### config.mk
export PLATFORM = sky130hd
export DESIGN_NAME = mfp_input_debouncer
export DESIGN_NICKNAME = d
export VERILOG_FILES = /design/src/rtl/mfp_input_debouncer.sv
export SDC_FILE = /design/constraint.sdc
export NUM_CORES = 1
export LEC_CHECK = 0
export CORE_MARGIN = 2
export CORE_UTILIZATION = 50
export DETAILED_ROUTE_END_ITERATION = 6
export PLACE_DENSITY = 0.77
export SYNTH_ARGS = -nofsm -noshare
export SYNTH_HDL_FRONTEND = slang
export SYNTH_SLANG_ARGS = --single-unit
### constraint.sdc
create_clock -name HCLK -period 2.8 [get_ports HCLK]
set_clock_uncertainty 0.15 [all_clocks]
set_input_delay 0.42 -clock HCLK [delete_from_list [all_inputs] [get_ports HCLK]]
set_output_delay 0.42 -clock HCLK [all_outputs]
set_load 0.03 [all_outputs]
### src/rtl/mfp_input_debouncer.sv
`default_nettype none
// ============================================================================
// Module   : mfp_input_debouncer
// Purpose  : Conditions raw board inputs (16 switches, 5 pushbuttons) for
//            the GPIO slave. Each bit passes through a 2-flop synchroniser.
//            It then passes through a stability counter. The output level
//            changes only after the synchronised input has differed from
//            it for STABLE_CYCLES consecutive clocks. A one-cycle change
//            strobe marks every accepted toggle.
// Option   : `define MFP_DEBOUNCE_STICKY_IRQ_EN adds sticky change flags
//            (write-1-to-clear) and a masked, registered interrupt. When it
//            is not defined, chg_sticky and irq are tied to 0 and
//            chg_clr / irq_mask are ignored.
// Revision : 1.0 - initial release
// ============================================================================
module mfp_input_debouncer #(
  parameter int WIDTH         = 21,
  parameter int STABLE_CYCLES = 500000
) (
  input  logic             HCLK,
  input  logic             HRESETn,
  input  logic [WIDTH-1:0] raw_in,
  output logic [WIDTH-1:0] clean_out,
  output logic [WIDTH-1:0] change,
  input  logic [WIDTH-1:0] chg_clr,
  input  logic [WIDTH-1:0] irq_mask,
  output logic [WIDTH-1:0] chg_sticky,
  output logic             irq
);

  localparam int               CNT_W      = $clog2(STABLE_CYCLES + 1);
  localparam logic [CNT_W-1:0] c_CNT_LAST = CNT_W'(STABLE_CYCLES - 1);

  logic [WIDTH-1:0] r_sync1;
  logic [WIDTH-1:0] r_sync2;
  logic [WIDTH-1:0] r_clean;
  logic [WIDTH-1:0] r_change;
  logic [WIDTH-1:0] w_diff;
  logic [WIDTH-1:0] w_fire;

  // Two-stage synchroniser; no logic between stages so the first flop can settle
  always_ff @(posedge HCLK or negedge HRESETn) begin
    if (!HRESETn) begin
      r_sync1 <= '0;
      r_sync2 <= '0;
    end else begin
      r_sync1 <= raw_in;
      r_sync2 <= r_sync1;
    end
  end

  assign w_diff = r_sync2 ^ r_clean;

  // Per-bit stability counters. A bit fires when it has differed for the full
  // window; any cycle of agreement discards the partial count.
  for (genvar i = 0; i < WIDTH; i++) begin : g_bit
    logic [CNT_W-1:0] r_cnt;

    assign w_fire[i] = w_diff[i] && (r_cnt == c_CNT_LAST);

    // Count consecutive differing cycles; clear on agreement or on acceptance
    always_ff @(posedge HCLK or negedge HRESETn) begin
      if (!HRESETn) begin
        r_cnt <= '0;
      end else if (!w_diff[i] || w_fire[i]) begin
        r_cnt <= '0;
      end else begin
        r_cnt <= r_cnt + CNT_W'(1);
      end
    end
  end

  // Accept new levels and emit a single-cycle strobe on every accepted toggle
  always_ff @(posedge HCLK or negedge HRESETn) begin
    if (!HRESETn) begin
      r_clean  <= '0;
      r_change <= '0;
    end else begin
      r_clean  <= r_clean ^ w_fire;
      r_change <= w_fire;
    end
  end

  assign clean_out = r_clean;
  assign change    = r_change;

`ifdef MFP_DEBOUNCE_STICKY_IRQ_EN
  logic [WIDTH-1:0] r_sticky;
  logic [WIDTH-1:0] w_sticky_nxt;
  logic             r_irq;

  // A new toggle sets its flag even when software clears it on the same edge
  assign w_sticky_nxt = (r_sticky & ~chg_clr) | w_fire;

  // Sticky flags plus interrupt computed from the flags' next value
  always_ff @(posedge HCLK or negedge HRESETn) begin
    if (!HRESETn) begin
      r_sticky <= '0;
      r_irq    <= 1'b0;
    end else begin
      r_sticky <= w_sticky_nxt;
      r_irq    <= |(w_sticky_nxt & irq_mask);
    end
  end

  assign chg_sticky = r_sticky;
  assign irq        = r_irq;
`else
  logic w_unused_ok;

  assign chg_sticky  = '0;
  assign irq         = 1'b0;
  assign w_unused_ok = &{1'b0, chg_clr, irq_mask};
`endif

endmodule
`default_nettype wire

== After elaboration in Yosys (flattened, before gate mapping) ==
Cells that the tools add are included.
Storage, ports and cells
  register bits: 483
  input port bits: 65
  logic and storage cells: 153
Operators by class
  add/sub/neg operators: 21
  equality and inequality tests: 21
  mux-type cells: 21
  bitwise operators: 2
  reductions and logical operators: 63
Operators by type and width (count)
  adder 19 x 1 -> 19 bit (second input constant): 21
  equality test 19 bit (second input constant): 21
  two-way mux 19 bit: 21
  bitwise XOR 21 bit: 2
  logical AND 1 bit: 21
  zero test 1 bit: 21
  logical OR 1 bit: 21

== Longest topological paths before layout ==
  depth after elaboration: 4
  gate-level depth with buffers: 7
  gate-level depth less buffers: 5

== Worst setup path before layout ==
No wires, ideal clock.
  path type: reg-to-reg
  start point: reg g_bit[17].r_cnt[0]
  end point: reg g_bit[17].r_cnt[18]
  arrival: 1957 ps
  required time: 2572 ps
  setup slack: 616 ps
  cell stages (with the launch flop): 7
  clock period less this slack: 2184 ps
  cells stage by stage: dfrtp_1 > ha_1 > nand4_4 > or4_1 > buf_2 > or4_1 > a21oi_1
On the way
  word-level cells in the longest chain between the ends: 4
  elaborated cells on any way between the ends: 5
  classes of those cells: add/sub: 1; eq/ne: 1; mux: 1; reduce/logical: 2
Ends and longest elaborated chain
  start: declaration: RTL line 57  | logic [CNT_W-1:0] r_cnt;
  start signal: assignment: RTL line 68  | r_cnt <= r_cnt + CNT_W'(1);
  branches (longest 3 deep; another with adder 19 x 1 -> 19 bit)
  two-way mux 19 bit *: RTL line 65  | end else if (!w_diff[i] || w_fire[i]) begin
Every way passes the cells marked *.

== Worst setup path after layout ==
  start point: reg g_bit[7].r_cnt[0]
  end point: reg g_bit[7].r_cnt[18]
On the way
  word-level cells in the longest chain between the ends: 4
  elaborated cells on any way between the ends: 5
  classes of those cells: add/sub: 1; eq/ne: 1; mux: 1; reduce/logical: 2
Ends and longest elaborated chain (RTL line)
  start: declaration: 57
  start signal: assignment: 68
  branches (longest 3 deep; another with adder 19 x 1 -> 19 bit)
  two-way mux 19 bit *: 65
Marked as above.

==> impl_metrics.csv <==
group,metric,value,unit
yosys,synth_ff_type,"dfrtp_1",
clock_network,clock_sink_count,483,
sta,slew_violations,0,
critical_path,critPathCaptureType,"flop",
yosys,syn_inst_count,2265,
sta,fin_crit,2.334,ns
finish,final_cell_mix,"483 x dfrtp_1, 355 x nor2_1, 179 x xnor2_1, 142 x nand3_1, 115 x xor2_1",
finish,mostFrequentLayoutCell,"dfrtp_1",
finish,post_route_cells_drive_above_1_share,0.07235,
critical_path,crit_path_capture,"g_bit[7].r_cnt[18]",
yosys,syn_area,0.02289,mm2
yosys,yosys_warnings,0,
finish,synthToLayoutAreaGrowth,13.86,%
detailed_routing,residual_antenna_violating_net_count_after_detailed_routing,0,
clock_network,cts.htree.levels,2,
yosys,fraction_of_synthesis_flops_using_an_asynchronous_set_or_reset_pin,1.000,
sta,max_freq,0.4285,GHz
die,die-height,218.0,um
detailed_routing,totalWireLength,42950,um
die,die_area,0.04751,mm2
finish,final_core_utilization,0.5755,
power,ir_worst_vdd,0.0004694,V
sta,rsz0062_at_grt,"no",
grt,grt_pass1_vias,16820,
critical_path,worst_r2r_endpoint,"g_bit[7].r_cnt[18]",
die,core_area,0.04528,mm2
detailed_routing,detailedRoute.firstPassIterationCount,5,
finish,diodes,0,
power,total_leakage_power,0.01035,uW
yosys,synth-seq-area-share,0.5280,
grt,track_usage,0.1880,
clock_network,root_buffer,"clkbuf_16",
critical_path,path_buf_inv,0,
grt,grt_first_pass_wirelength,76640,um
run_status,outcome,"completed",
critical_path,critPathTopFamily,"simple AND/OR/NAND/NOR gates",
placed_design,dp_hpwl,28570,um
die,width_of_the_die,218.0,um
clock_network,tritoncts,"done",
die,pin_count,129,
critical_path,worstRegToRegCells,5,
grt,grt_max_degree,90,
critical_path,crit_cells,5,
sta,fin_ws,0.4664,ns
critical_path,critical_path.startpoint,"g_bit[7].r_cnt[0]",
critical_path,worstPathArrival,2.69,ns
sta,setup_tns,0,ns
clock_network,worstSkewPairLatency,0.59,ns
grt,globalRouteOverflowTotal,0,
sta,finalSetupViolCount,0,
critical_path,cp_slowest_cell,"or4_1",
power,power-per-cell-area,564.8,mW/mm2
placed_design,io_buffer_count,64,
detailed_routing,detail_route.vias_per_cell,5.564,
placed_design,preCtsSetupSlack,0.4757,ns
critical_path,crit-reg2reg-launch,"g_bit[7].r_cnt[0]",
die,rows,78,
sta,relSlewSlack,0.5001,
sta,post-route-period-util,0.8334,
critical_path,r2r_setup_slack,0.47,ns
power,totalPowerFinal,14720,uW
critical_path,cpPeakStageDelay,0.66,ns
clock_network,cts_resized,0,
grt,number_of_antenna_violations_at_the_first_check_in_global_routing,1,
detailed_routing,drt_iter0_markers,987,
yosys,synthDominantCellAreaShare,0.5280,
detailed_routing,routed-via-count,16720,
yosys,synth_edf_count,0,
sta,endpoints_failing_hold,0,
critical_path,timing.critical_path.required,3.16,ns
critical_path,startpoint_type,"flop",
yosys,netlist_top_cells_area,"dfrtp_1 53%, xnor2_1 6.8%, nor2_1 5.8%",
yosys,synth-seq-cells,483,
critical_path,timing_worst_setup_path_type,"flop to flop",
detailed_routing,drt-wirelength-per-cell,14.29,um
run,drv_cap,0,
sta,timing_worst_slew_pin_value,0.7498,ns
die,initial_utilization,0.5055,
clock_network,clkSlewWorstSetupHoldPaths,0.06,ns
clock_network,tritoncts.num_buffers,52,
min_path,hold_path_startpoint,"raw_in[12]",
yosys,avgSynthCellArea,10.11,um2
clock_network,cts.path.max_buffers,3,
detailed_routing,detail_route.drc_violations,0,
yosys,synth_area_leader_cell,"dfrtp_1",
min_path,min_path_type,"input port to flop",
critical_path,worst-path-max-fanout,7,
yosys,post_synth_num_cell_types,51,
placed_design,place.gp.congestion,0.8577,
finish,fin_nets,2453,
critical_path,worstPathCellList,"ha_1, nand4_1, or4_1, or3_1, a21oi_1",
## per-layer routing
layer | global-route usage | share of wire | vias to the layer above
li1 | - | - | 8186
met5 | 0 | 0.00030 | -
met1 | 0.2438 | 0.45 | 8238
met2 | 0.3222 | 0.49 | 237
met3 | 0.03180 | 0.036 | 56
met4 | 0.05828 | 0.016 | 2
## sequential cells by signal, summed over array words and instances, names as in the netlist, named ones only
| signal | cells |
|---|---|
| g_bit.r_cnt | 399 |
| change | 21 |
| r_sync1 | 21 |
| r_sync2 | 21 |
## report_power, final
part | switching [uW] | internal, uW
Combinational | 350 | 154
Clock | 2750 | 4280
Sequential | 104 | 7090
Total | 3200 | 11500
## stage by stage
| stage | std cells | instance area, um2 | hold slack, ns |
|---|---|---|---|
| finish | 3005 | 26060 | 0.1153 |
| global route | 3005 | 26060 | 0.08790 |
| CTS | 3005 | 26060 | 0.07740 |
| detailed placement | 2912 | 24280 | 0.1863 |
| global placement | 2912 | 24280 | 0.1822 |
| floorplan | 2286 | 22970 | -0.02559 |
## cell families after synthesis
logic type               share of synthesized area
AND/OR/NAND/NOR                             0.2577
multiplexers                               0.01033
other                                    0.0001638
adder cells (fa/ha/maj)                    0.01148
buffers and inverters                      0.02815
AO/OA/AOI/OAI                              0.05165
flip-flops                                  0.5280
XOR/XNOR                                    0.1125
## final cells by class
| cell class | count | area, um2 |
|---|---|---|
| timing repair buffer | 96 | 950.9 |
| tap | 600 | 750.7 |
| fill | 3761 | 19220 |
| inverter | 71 | 266.5 |
| multi-input combinational | 1663 | 10240 |
| clock buffer | 71 | 1494 |
| clock inverter | 21 | 275.3 |
| sequential | 483 | 12090 |
## Yosys cell counts, types with 28 or more instances
cell type,instances
or4_1,69
xor2_1,115
or3_1,33
nor3_1,81
dfrtp_1,483
nand3_1,142
xnor2_1,179
nand2_1,110
a21oi_1,83
clkbuf_1,28
nor4_1,66
and4_1,33
inv_1,71
o21ai_0,36
nor2_1,355
o31ai_1,38
nand4_1,109
## worst min path at each step
stage / endpoint / slack (ns) / cells past startpoint
after floorplan: asynchronous set/reset pin / -0.03 / 0
after global placement: r_sync2[8] / 0.18 / 0
after detailed placement: r_sync2[6] / 0.19 / 0
after CTS: r_sync1[16] / 0.08 / 1
after global routing: r_sync1[12] / 0.09 / 1
final: r_sync1[12] / 0.12 / 1
## repair_timing
item / CTS / global route
buffers inserted: 0 / 0
endpoints found under the hold margin: 41 / 0
hold buffers: 1 / 0
Power figures use the tool's default switching activity.
